$ cat config.mk
export PLATFORM = sky130hd
export DESIGN_NAME = mem_byte_ctrl_flat
export DESIGN_NICKNAME = d
export VERILOG_FILES = /design/src/rtl/mem_byte_ctrl_if.sv /design/src/rtl/mem_byte_ctrl.sv /design/src/flat_wrapper.sv
export SDC_FILE = /design/constraint.sdc
export NUM_CORES = 1
export LEC_CHECK = 0
export CORE_AREA = 2 2 125 127
export CTS_CLUSTER_DIAMETER = 200
export DETAILED_ROUTE_END_ITERATION = 12
export DIE_AREA = 0 0 127 129
export GPL_TIMING_DRIVEN = 0
export PLACE_DENSITY_LB_ADDON = 0.3
export SYNTH_ARGS = -nofsm -noshare
export SYNTH_HDL_FRONTEND = slang
export SYNTH_SLANG_ARGS = --single-unit
$ cat constraint.sdc
create_clock -name clock -period 5.5 [get_ports clock]
set_input_delay 1.1 -clock clock [delete_from_list [all_inputs] [get_ports clock]]
set_output_delay 1.1 -clock clock [all_outputs]
set_load 0.02 [all_outputs]
$ cat src/rtl/mem_byte_ctrl_if.sv
// Word-request / byte-RAM bus bundle for mem_byte_ctrl.
// slave = the controller; master = the CPU plus the byte RAM it faces.
interface mem_byte_ctrl_if;
    logic        req;
    logic        rw;
    logic [31:0] addr;
    logic [31:0] wdata;
    logic [31:0] rdata;
    logic        ready;
    logic        err;
    logic        busy;
    logic [31:0] b_addr;
    logic        b_we;
    logic [7:0]  b_wdata;
    logic [7:0]  b_rdata;

    modport slave (
        input  req, rw, addr, wdata, b_rdata,
        output rdata, ready, err, busy, b_addr, b_we, b_wdata
    );

    modport master (
        output req, rw, addr, wdata, b_rdata,
        input  rdata, ready, err, busy, b_addr, b_we, b_wdata
    );
endinterface

$ cat src/rtl/mem_byte_ctrl.sv
// Splits one 32-bit word request into four big-endian byte accesses on a byte RAM.
// Define MEM_ALIGN_CHECK_EN to also reject addresses that are not word aligned.
module mem_byte_ctrl #(
    parameter int unsigned MEM_BYTES = 128
) (
    input  logic             clock,
    input  logic             reset,
    mem_byte_ctrl_if.slave   bus
);

    typedef enum logic [1:0] {
        IDLE = 2'd0,
        XFER = 2'd1,
        DONE = 2'd2
    } state_t;

    state_t      state_q, state_d;
    logic [1:0]  idx_q, idx_d;
    logic [31:0] addr_q, addr_d;
    logic [31:0] wdata_q, wdata_d;
    logic        rw_q, rw_d;
    logic        err_q, err_d;
    logic [31:0] asm_q, asm_d;
    logic [31:0] rdata_q, rdata_d;

    logic [32:0] lastByte;
    logic        inRange;
    logic        legal;
    logic [7:0]  wByte;

    // Unsigned 33-bit sum so a wrapping address is caught as out of range.
    assign lastByte = {1'b0, bus.addr} + 33'd3;
    assign inRange  = lastByte < 33'(MEM_BYTES);

`ifdef MEM_ALIGN_CHECK_EN
    assign legal = inRange && (bus.addr[1:0] == 2'b00);
`else
    assign legal = inRange;
`endif

    always_comb begin
        wByte = 8'h00;
        case (idx_q)
            2'd0: wByte = wdata_q[31:24];
            2'd1: wByte = wdata_q[23:16];
            2'd2: wByte = wdata_q[15:8];
            2'd3: wByte = wdata_q[7:0];
            default: wByte = 8'h00;
        endcase
    end

    always_comb begin
        state_d     = state_q;
        idx_d       = idx_q;
        addr_d      = addr_q;
        wdata_d     = wdata_q;
        rw_d        = rw_q;
        err_d       = err_q;
        asm_d       = asm_q;
        rdata_d     = rdata_q;
        bus.b_addr  = 32'd0;
        bus.b_we    = 1'b0;
        bus.b_wdata = 8'h00;

        case (state_q)
            IDLE: begin
                if (bus.req) begin
                    addr_d  = bus.addr;
                    wdata_d = bus.wdata;
                    rw_d    = bus.rw;
                    idx_d   = 2'd0;
                    err_d   = !legal;
                    state_d = legal ? XFER : DONE;
                end
            end
            XFER: begin
                bus.b_addr  = addr_q + {30'd0, idx_q};
                bus.b_we    = !rw_q;
                bus.b_wdata = rw_q ? 8'h00 : wByte;
                if (rw_q) begin
                    asm_d = {asm_q[23:0], bus.b_rdata};
                end
                idx_d = idx_q + 2'd1;
                // The last byte goes straight into rdata so it is visible with ready.
                if (idx_q == 2'd3) begin
                    state_d = DONE;
                    if (rw_q) begin
                        rdata_d = {asm_q[23:0], bus.b_rdata};
                    end
                end
            end
            DONE: begin
                state_d = IDLE;
            end
            default: begin
                state_d = IDLE;
            end
        endcase
    end

    always_ff @(posedge clock) begin
        if (reset) begin
            state_q <= IDLE;
            idx_q   <= 2'd0;
            addr_q  <= 32'd0;
            wdata_q <= 32'd0;
            rw_q    <= 1'b0;
            err_q   <= 1'b0;
            asm_q   <= 32'd0;
            rdata_q <= 32'd0;
        end else begin
            state_q <= state_d;
            idx_q   <= idx_d;
            addr_q  <= addr_d;
            wdata_q <= wdata_d;
            rw_q    <= rw_d;
            err_q   <= err_d;
            asm_q   <= asm_d;
            rdata_q <= rdata_d;
        end
    end

    assign bus.rdata = rdata_q;
    assign bus.ready = (state_q == DONE);
    assign bus.err   = (state_q == DONE) && err_q;
    assign bus.busy  = (state_q != IDLE);

endmodule

$ cat src/flat_wrapper.sv
// flat-port wrapper written by rule: the top's interface ports become plain ports
module mem_byte_ctrl_flat 
#(
    parameter int unsigned MEM_BYTES = 128
)
  (clock, reset, bus_req, bus_rw, bus_addr, bus_wdata, bus_b_rdata, bus_rdata, bus_ready, bus_err, bus_busy, bus_b_addr, bus_b_we, bus_b_wdata);
  mem_byte_ctrl_if bus_i ();
  input  logic clock;
  input  logic reset;
  input wire logic [$bits(bus_i.req)-1:0] bus_req;
  input wire logic [$bits(bus_i.rw)-1:0] bus_rw;
  input wire logic [$bits(bus_i.addr)-1:0] bus_addr;
  input wire logic [$bits(bus_i.wdata)-1:0] bus_wdata;
  input wire logic [$bits(bus_i.b_rdata)-1:0] bus_b_rdata;
  output wire logic [$bits(bus_i.rdata)-1:0] bus_rdata;
  output wire logic [$bits(bus_i.ready)-1:0] bus_ready;
  output wire logic [$bits(bus_i.err)-1:0] bus_err;
  output wire logic [$bits(bus_i.busy)-1:0] bus_busy;
  output wire logic [$bits(bus_i.b_addr)-1:0] bus_b_addr;
  output wire logic [$bits(bus_i.b_we)-1:0] bus_b_we;
  output wire logic [$bits(bus_i.b_wdata)-1:0] bus_b_wdata;
  assign bus_i.req = bus_req;
  assign bus_i.rw = bus_rw;
  assign bus_i.addr = bus_addr;
  assign bus_i.wdata = bus_wdata;
  assign bus_i.b_rdata = bus_b_rdata;
  assign bus_rdata = bus_i.rdata;
  assign bus_ready = bus_i.ready;
  assign bus_err = bus_i.err;
  assign bus_busy = bus_i.busy;
  assign bus_b_addr = bus_i.b_addr;
  assign bus_b_we = bus_i.b_we;
  assign bus_b_wdata = bus_i.b_wdata;
  mem_byte_ctrl #(.MEM_BYTES(MEM_BYTES)) u_core (.clock(clock), .reset(reset), .bus(bus_i));
endmodule
# Word-level counts from Yosys, hierarchy flattened
# Index checks and enable logic that the tools add are counted.
# totals
rom_bits,0
memories,0
reg_bits,126
latch_bits,0
mem_bits_rw,0
# classes
n_addsub,3
n_mux,11
eq_ne,7
n_bitwise,0
n_lt_le_gt_ge,1
mul,0
n_reduce_logical,12
shift,0
div_mod_pow,0
# op_table
op,n
"32-bit by 2-bit adder with 33-bit output, second input constant",1
"33-bit by 8-bit less-than comparator with 1-bit output, second input constant",1
32-bit by 2-bit adder with 32-bit output,1
32-bit 2-to-1 mux,1
8-bit one-hot mux with 4 select lines,1
8-bit 2-to-1 mux,2
2-bit 2-to-1 mux,4
2-bit one-hot mux with 2 select lines,2
2-bit AND reduction,4
"2-bit equality test, second input constant",3
"2-bit by 1-bit equality test with 1-bit output, second input constant",2
2-bit zero test,2
2-bit nonzero test,2
3-bit AND reduction,1
"2-bit by 1-bit adder with 2-bit output, second input constant",1
1-bit zero test,2
"2-bit by 1-bit != test with 1-bit output, second input constant",1
"2-bit != test, second input constant",1
1-bit logical AND,1
1-bit 2-to-1 mux,1

# Depth between registers and ports, before layout
# Gate-level depths: netlist (run 1).
# logic_depth
ltp_word,5
ltp_mapped,9
ltp_nobuf,9

# Worst setup path after synthesis (run 1)
# Ideal clock, no wire load.
# synth_timing
path_kind,reg2out
startpoint,reg u_core.idx_q[1]
endpoint,out bus_b_addr[29]
n_path_buf,0
slack_ns,2.220
arrival_time_ns,2.180
path_stages_with_launch,9
path_cell_list,dfxtp_1 ha_1 a21oi_1 or3_1 nor4_1 nor2b_1 nand3_1 xor2_1 nor2_1
# synth_between
elab_chain_len,2
# synth_lines
item,line_no,rtl
start: declaration,mem_byte_ctrl.sv:18,"logic [1:0] idx_q, idx_d;"
start signal: assignment,mem_byte_ctrl.sv:113,idx_q <= idx_d;
32-bit by 2-bit adder with 32-bit output,mem_byte_ctrl.sv:77,"bus.b_addr = addr_q + {30'd0, idx_q};"
32-bit 2-to-1 mux,mem_byte_ctrl.sv:65,case (state_q)
end: declaration,flat_wrapper.sv:19,output wire logic [$bits(bus_i.b_addr)-1:0] bus_b_addr;
# No other way between the ends.

# Worst setup path in the final report (run 1)
# layout_timing
startpoint,reg u_core.idx_q[1]
endpoint,out bus_b_addr[31]
# The elaborated chain is that of the path after synthesis.

==> metrics.txt, run 1 <==
register bit total from synthesis 126; number of nets in the finished design 1,066; gate count after technology mapping 816; Area growth, synth to finish 39.5%; postcts setup bufs 0; Post-Route Skew 0.00749 ns; DIE AREA 0.0164 mm^2; number of global-route vias before repair 5,491; Worst VDD drop 262 uV; Synth top area share 42.7%; Post-Syn Area 0.00591 mm^2; HP Start u_core.asm_q[21]$_SDFFE_PP0P_; fin crit share 90.0%; run status complete, no violations; reg-to-reg setup timing slack 3.58 ns; required time of the worst setup path 4.40 ns; total number of vias 5,958; total overflow reported by the global router 0; main area contributors after synthesis sky130_fd_sc_hd__dfxtp_1 (43%), sky130_fd_sc_hd__nand2_1 (17%), sky130_fd_sc_hd__a21oi_1 (12%); largest net degree at the start of global routing 17; number of top-level pins 152; f_max 0.202 GHz; final max-slew violation count 0; Setup crit end kind output port; insertion delay of the later-clocked pin in the worst-skew pair 0.42 ns; Synth Net Count 899; post_cts resized 0; Ys Warns 0; final cell count without fillers 1,184; Std-Cell Core Area 0.0150 mm^2; clock slew at the register clock pins of the worst setup and hold paths 0.06 ns; number of H-tree branching levels 4; Min-Delay Path Depth 2; leakage power 2.75 nW; total CTS buffers 17; class of the most critical hold timing path reg -> reg; number of antenna violations at the first check in global routing 0; share of final-layout standard cells stronger than drive strength 1 4.42%; # placed instances 1,152; wire per inst 14.6 um; unrepaired setup endpoints after global routing false; global-route wire length before repair 27,300 um; Least-Margin Pin Slew 0.926 ns; kind of critical path reg -> out; number of inserted filler cells in the final layout 1,459; sequential-to-total area share from yosys stat 42.7%; number of max-capacitance violations reported 0; Final Wtd Congestion 0.928; synthesized area per cell 7.25 um^2; count of antenna diodes in the layout 0; initial core utilization 39.5%; TritonCTS clock tree done; cts-stage hold buffer count 0; total negative slack 0 ns; detail-routed via count per cell 5.03; Final Hold Slack 0.447 ns; final routed DRC violation total 0; final hold violations 0; Worst Path Max Fanout 6; power per unit of standard cell area 282 mW/mm^2; shortest period the worst path allows 4.95 ns; number of I/O port buffers 148; Die H 129 um; data arrival at the endpoint of the critical path 3.85 ns; Final setup violation count 0; number of cells on the worst reg-to-reg path 7; Cell Rows 45; Total Wirelength 17,300 um; end of the worst register-to-register path u_core.wdata_q[13]$_SDFFE_PP0P_; fin util 55.1%; Tot GR Track Use 21.2%; library cell used as clock root buffer sky130_fd_sc_hd__clkbuf_16; post-detailed-route count of antenna-violating nets 0; number of search-and-repair iterations in the first detailed-routing pass 5; worst relative slew slack 37.7%; worst reg2reg path startpoint u_core.state_q[1]$_SDFFE_PP0P_; Worst Hold Path EP u_core.bus.rdata[29]$_SDFFE_PP0P_; initial DRC count 423; sum of internal, switching and leakage power 0.00232 W; CTS sink count 126; die span in x 127 um; Max Root-Sink Buffers 2; largest area contributor in the netlist sky130_fd_sc_hd__dfxtp_1; Detailed Place HPWL 12,700 um; Critical Path Start Type register; library cells used by synthesis 42
-- worst max-delay path, stage by stage, from the launching register on --
cell	delay, ns
sky130_fd_sc_hd__dfxtp_1	0.39
sky130_fd_sc_hd__ha_1	0.31
sky130_fd_sc_hd__a21oi_1	0.12
sky130_fd_sc_hd__or3_1	0.39
sky130_fd_sc_hd__nor4_1	0.72
sky130_fd_sc_hd__nor2b_1	0.37
sky130_fd_sc_hd__nand3_1	0.16
sky130_fd_sc_hd__xor2_1	0.16
sky130_fd_sc_hd__nor2_1	0.16
sky130_fd_sc_hd__clkdlybuf4s50_1	0.63
-- placed cells by master (no fill, tap or decap), types with 10 or more instances in the layout --
| cell type | Yosys | routed |
|---|---|---|
| sky130_fd_sc_hd__xor2_1 | 24 | 24 |
| sky130_fd_sc_hd__nand2_1 | 264 | 264 |
| sky130_fd_sc_hd__dfxtp_1 | 126 | 126 |
| sky130_fd_sc_hd__xnor2_1 | 11 | 11 |
| sky130_fd_sc_hd__clkbuf_1 | 43 | 43 |
| sky130_fd_sc_hd__clkdlybuf4s50_1 | 0 | 148 |
| sky130_fd_sc_hd__nor3_1 | 11 | 11 |
| sky130_fd_sc_hd__nor2_1 | 63 | 63 |
| sky130_fd_sc_hd__a21oi_1 | 138 | 138 |
| sky130_fd_sc_hd__nand3_1 | 22 | 22 |
| sky130_fd_sc_hd__inv_1 | 10 | 10 |
| sky130_fd_sc_hd__clkbuf_16 | 0 | 17 |
| sky130_fd_sc_hd__nand4_1 | 15 | 15 |
-- Yosys cell counts, drive strengths merged --
cell type and count:
a2111oi 1, a221oi 1, or4 2, mux2 1
and4 2, a21oi 138, o211ai 2, nor3 11
a31oi 1, nand4 16, xor2 24, o22ai 1
nor2 63, and2 6, dfxtp 126, clkbuf 46
a222oi 8, or2 2, nand2b 4, ha 6
o31ai 2, xnor2 11, or2b 1, nor2b 4
mux2i 3, buf 7, nand3 22, or3 5
inv 10, nor4 7, nand3b 1, a211oi 2
fa 1, nand2 264, and3 6, o21ai 8
o31a 1
-- power breakdown --
group          internal (W)  switching (W)  total (W)
clock              0.000736       0.000428    0.00116
combinational     0.0000904       0.000101   0.000191
sequential         0.000943      0.0000265   0.000970
-- how the worst max path moves through the flow --
stage                                  from  slack, ns             end  cells past startpoint
2_1_floorplan  u_core.idx_q[1]$_SDFFE_PP0P_       2.22  bus_b_addr[29]                      8
3_3_place_gp   u_core.idx_q[1]$_SDFFE_PP0P_       1.00  bus_b_addr[31]                      9
3_5_place_dp   u_core.idx_q[1]$_SDFFE_PP0P_       1.04  bus_b_addr[31]                      9
4_1_cts        u_core.idx_q[1]$_SDFFE_PP0P_       0.56  bus_b_addr[31]                      9
5_1_grt        u_core.idx_q[1]$_SDFFE_PP0P_       0.40  bus_b_addr[31]                      9
6_report       u_core.idx_q[1]$_SDFFE_PP0P_       0.55  bus_b_addr[31]                      9
-- per-layer routing --
layer / vias up / routed length (um) / global-route usage, %
met5: - / 0 / 0
met4: 0 / 314 / 7.18
met3: 22 / 803 / 5.32
met2: 159 / 8190 / 34.3
met1: 2700 / 7950 / 27.8
li1: 3077 / - / -
-- sequential cells by signal (all words and copies together), names as in the netlist --
name	flops
u_core.addr_q	32
u_core.bus.rdata	32
u_core.wdata_q	32
u_core.asm_q	24
u_core.idx_q	2
u_core.state_q	2
u_core.err_q	1
u_core.rw_q	1
-- cell families (layout without fill, tap and decap cells) --
logic type | Yosys count | count (layout) | share of synthesized area, %
muxes | 4 | 4 | 0.698
xor gates and xnor gates | 35 | 35 | 5.18
AOI/OAI and AO/OA | 165 | 165 | 15.1
DFF | 126 | 126 | 42.7
adders and majority gates | 7 | 7 | 1.61
and+or+nand+nor | 416 | 416 | 29.8
buffers and inverters | 63 | 243 | 4.89
-- layout make-up --
type	instances	area [um^2]	share of cell area, %
Timing Repair Buffer	148	1480	18.0
Clock buffer	19	453	5.49
Buffer	53	251	3.05
Clock inverter	13	164	1.99
Tap cell	188	235	2.85
Inverter	10	37.5	0.455
Multi-Input combinational cell	627	3100	37.6
Sequential cell	126	2520	30.6
-- metrics by stage --
| step | cell area (um^2) | setup WS, ns |
|---|---|---|
| 2_1_floorplan | 5910 | 2.22 |
| 3_3_place_gp | 7630 | 1.00 |
| 3_5_place_dp | 7630 | 1.04 |
| 4_1_cts | 8250 | 0.563 |
| 5_1_grt | 8250 | 0.402 |
| 6_report | 8250 | 0.553 |
No activity file was read; power rests on OpenSTA's default activity.
==> run 2: changes to the inputs <==
- CORE_AREA: 2 2 125 127 -> 2 2 133 135
- DIE_AREA: 0 0 127 129 -> 0 0 135 137
==> metrics.txt, run 2 (synthesis results as in run 1) <==
run status complete, no violations; detail-routed via count per cell 4.90 (-2.6%); total CTS buffers 17 (unchanged); power per unit of standard cell area 284 mW/mm^2 (+0.88%); CTS sink count 126 (unchanged); Min-Delay Path Depth 2 (unchanged); Worst VDD drop 222 uV (-15%); Pint 0.00182 W (+2.7%); Tot GR Track Use 19.4% (-1.8 points); clock slew at the register clock pins of the worst setup and hold paths 0.06 ns (about the same); number of antenna violations at the first check in global routing 0 (unchanged); share of total power in sequential cells 41.0% (-0.7 points); number of inserted filler cells in the final layout 1,764 (+21%); Final Hold Slack 0.450 ns (+0.00220 ns); wire per inst 14.5 um (-0.45%); required time of the worst setup path 4.40 ns (about the same); number of global-route vias before repair 5,597 (+1.9%); number of nets in the finished design 1,066 (unchanged); insertion delay of the later-clocked pin in the worst-skew pair 0.41 ns (about the same); total overflow reported by the global router 0 (unchanged); postcts setup bufs 0 (unchanged); final routed DRC violation total 0 (unchanged); Post-Route Skew 0.00660 ns (-0.000892 ns); net load switching power 0.000547 W (-1.4%); Clk pwr share 50.9% (+0.8 points); post-detailed-route count of antenna-violating nets 0 (unchanged); global-route wire length before repair 28,200 um (+3.2%); TritonCTS clock tree done; worst reg2reg path startpoint u_core.state_q[1]$_SDFFE_PP0P_; total negative slack 0 ns (unchanged); end of the worst register-to-register path u_core.addr_q[30]$_SDFFE_PP0P_; count of antenna diodes in the layout 0 (unchanged); Die H 137 um (+6.2%); Least-Margin Pin Slew 1.01 ns (+0.0846 ns); data arrival at the endpoint of the critical path 3.87 ns (+0.02 ns); Max Root-Sink Buffers 2 (unchanged); cts-stage hold buffer count 0 (unchanged); fin crit share 90.3% (+0.37 points); commonest non-fill, non-tap cell in the layout sky130_fd_sc_hd__nand2_1; leading cell types in the layout, fill and taps excluded sky130_fd_sc_hd__nand2_1 (264), sky130_fd_sc_hd__clkdlybuf4s50_1 (148), sky130_fd_sc_hd__a21oi_1 (138), sky130_fd_sc_hd__dfxtp_1 (126), sky130_fd_sc_hd__nor2_1 (63); final cell count without fillers 1,221 (+3.1%); initial DRC count 415 (-1.9%); shortest period the worst path allows 4.97 ns (+0.0205 ns); Std-Cell Core Area 0.0171 mm^2 (+14%); initial core utilization 34.7% (-4.8 points); combinational share of power 8.1% (about the same); Final Wtd Congestion 0.907 (-2.3%); number of max-capacitance violations reported 0 (unchanged); library cell used as clock root buffer sky130_fd_sc_hd__clkbuf_16; number of search-and-repair iterations in the first detailed-routing pass 5 (unchanged); number of cells on the worst reg-to-reg path 7 (unchanged); # placed instances 1,189 (+3.2%); number of top-level pins 152 (unchanged); Worst Path Max Fanout 6 (unchanged); Detailed Place HPWL 13,200 um (+3.8%); number of H-tree branching levels 4 (unchanged); reg-to-reg setup timing slack 3.54 ns (-0.04 ns); f_max 0.201 GHz (-0.41%); final hold violations 0 (unchanged); worst relative slew slack 32.0% (-5.7 points); share of final-layout standard cells stronger than drive strength 1 4.42% (unchanged); total number of vias 5,987 (+0.49%); unrepaired setup endpoints after global routing false; leakage power 2.77 nW (+0.80%); Critical Path Start Type register; Worst Hold Path EP u_core.bus.rdata[28]$_SDFFE_PP0P_; final max-slew violation count 0 (unchanged); Total Wirelength 17,700 um (+2.7%); class of the most critical hold timing path reg -> reg; post_cts resized 0 (unchanged); DIE AREA 0.0185 mm^2 (+13%); die span in x 135 um (+6.3%); Cell Rows 48 (+6.7%); Final setup violation count 0 (unchanged); HP Start u_core.bus.rdata[28]$_SDFFE_PP0P_; Area growth, synth to finish 40.6%; switch share 23.1% (-0.73 points); number of I/O port buffers 148 (unchanged); Setup crit end kind output port; largest net degree at the start of global routing 17 (unchanged); kind of critical path reg -> out
[run 2: cell types whose count changed in the layout (fill, tap and decap cells not counted), sizes merged]
| cell | before | now |
|---|---|---|
| clkinvlp | 5 | 2 |
| clkinv | 4 | 5 |
| inv | 11 | 12 |
| bufinv | 3 | 4 |
[run 2: worst max path at each step]
stage | start | to | slack (ns) | depth (start not counted)
finish | u_core.idx_q[1]$_SDFFE_PP0P_ | bus_b_addr[31] | 0.53 | 9
global route | u_core.idx_q[1]$_SDFFE_PP0P_ | bus_b_addr[29] | 0.44 | 9
CTS | u_core.idx_q[1]$_SDFFE_PP0P_ | bus_b_addr[31] | 0.55 | 9
detailed placement | u_core.idx_q[1]$_SDFFE_PP0P_ | bus_b_addr[31] | 1.03 | 9
global placement | u_core.idx_q[1]$_SDFFE_PP0P_ | bus_b_addr[31] | 1.03 | 9
floorplan | u_core.idx_q[1]$_SDFFE_PP0P_ | bus_b_addr[29] | 2.22 | 8
[run 2: stage by stage]
step / instance area [um^2] / total power, W / util, % / worst slack (ns)
6_report: 8310 / 0.00236 / 48.7 / 0.532
5_1_grt: 8310 / 0.00245 / 48.7 / 0.443
4_1_cts: 8310 / 0.00238 / 48.7 / 0.553
3_5_place_dp: 7680 / 0.00118 / 45.0 / 1.03
3_3_place_gp: 7680 / 0.00118 / 45.0 / 1.03
2_1_floorplan: 5910 / 0.00108 / - / 2.22
[run 2: power by group through the flow]
stage / logic, W / clock network, W / registers [W]
2_1_floorplan: 0.0000952 / 0 / 0.000981
3_3_place_gp: 0.000189 / 0 / 0.000988
3_5_place_dp: 0.000190 / 0 / 0.000989
4_1_cts: 0.000192 / 0.00122 / 0.000969
5_1_grt: 0.000213 / 0.00127 / 0.000973
6_report: 0.000192 / 0.00120 / 0.000970
[run 2: critical path, cell delays in order, from the launching register on]
cell	delay, ns
sky130_fd_sc_hd__dfxtp_1	0.40
sky130_fd_sc_hd__ha_1	0.32
sky130_fd_sc_hd__a21oi_1	0.11
sky130_fd_sc_hd__or3_1	0.39
sky130_fd_sc_hd__nor4_1	0.79
sky130_fd_sc_hd__nor2b_1	0.33
sky130_fd_sc_hd__nand3_1	0.15
sky130_fd_sc_hd__xor2_1	0.16
sky130_fd_sc_hd__nor2_1	0.15
sky130_fd_sc_hd__clkdlybuf4s50_1	0.63
[run 2: area by class of cell]
| type | instances | area, um^2 | share of cell area, % |
|---|---|---|---|
| Buffer | 53 | 251 | 3.02 |
| Sequential cell | 126 | 2520 | 30.3 |
| Clock buffer | 19 | 453 | 5.45 |
| Inverter | 10 | 37.5 | 0.451 |
| Multi-Input combinational cell | 627 | 3100 | 37.3 |
| Tap cell | 225 | 282 | 3.39 |
| Clock inverter | 13 | 185 | 2.23 |
| Timing Repair Buffer | 148 | 1480 | 17.8 |
[run 2: per-layer routing]
metal | wire length [um] | GRT usage, % | up-vias
met5 | 0 | 0 | -
met4 | 283 | 6.42 | 0
met3 | 925 | 4.33 | 23
met2 | 8230 | 30.7 | 178
met1 | 8280 | 26.2 | 2721
li1 | - | - | 3065
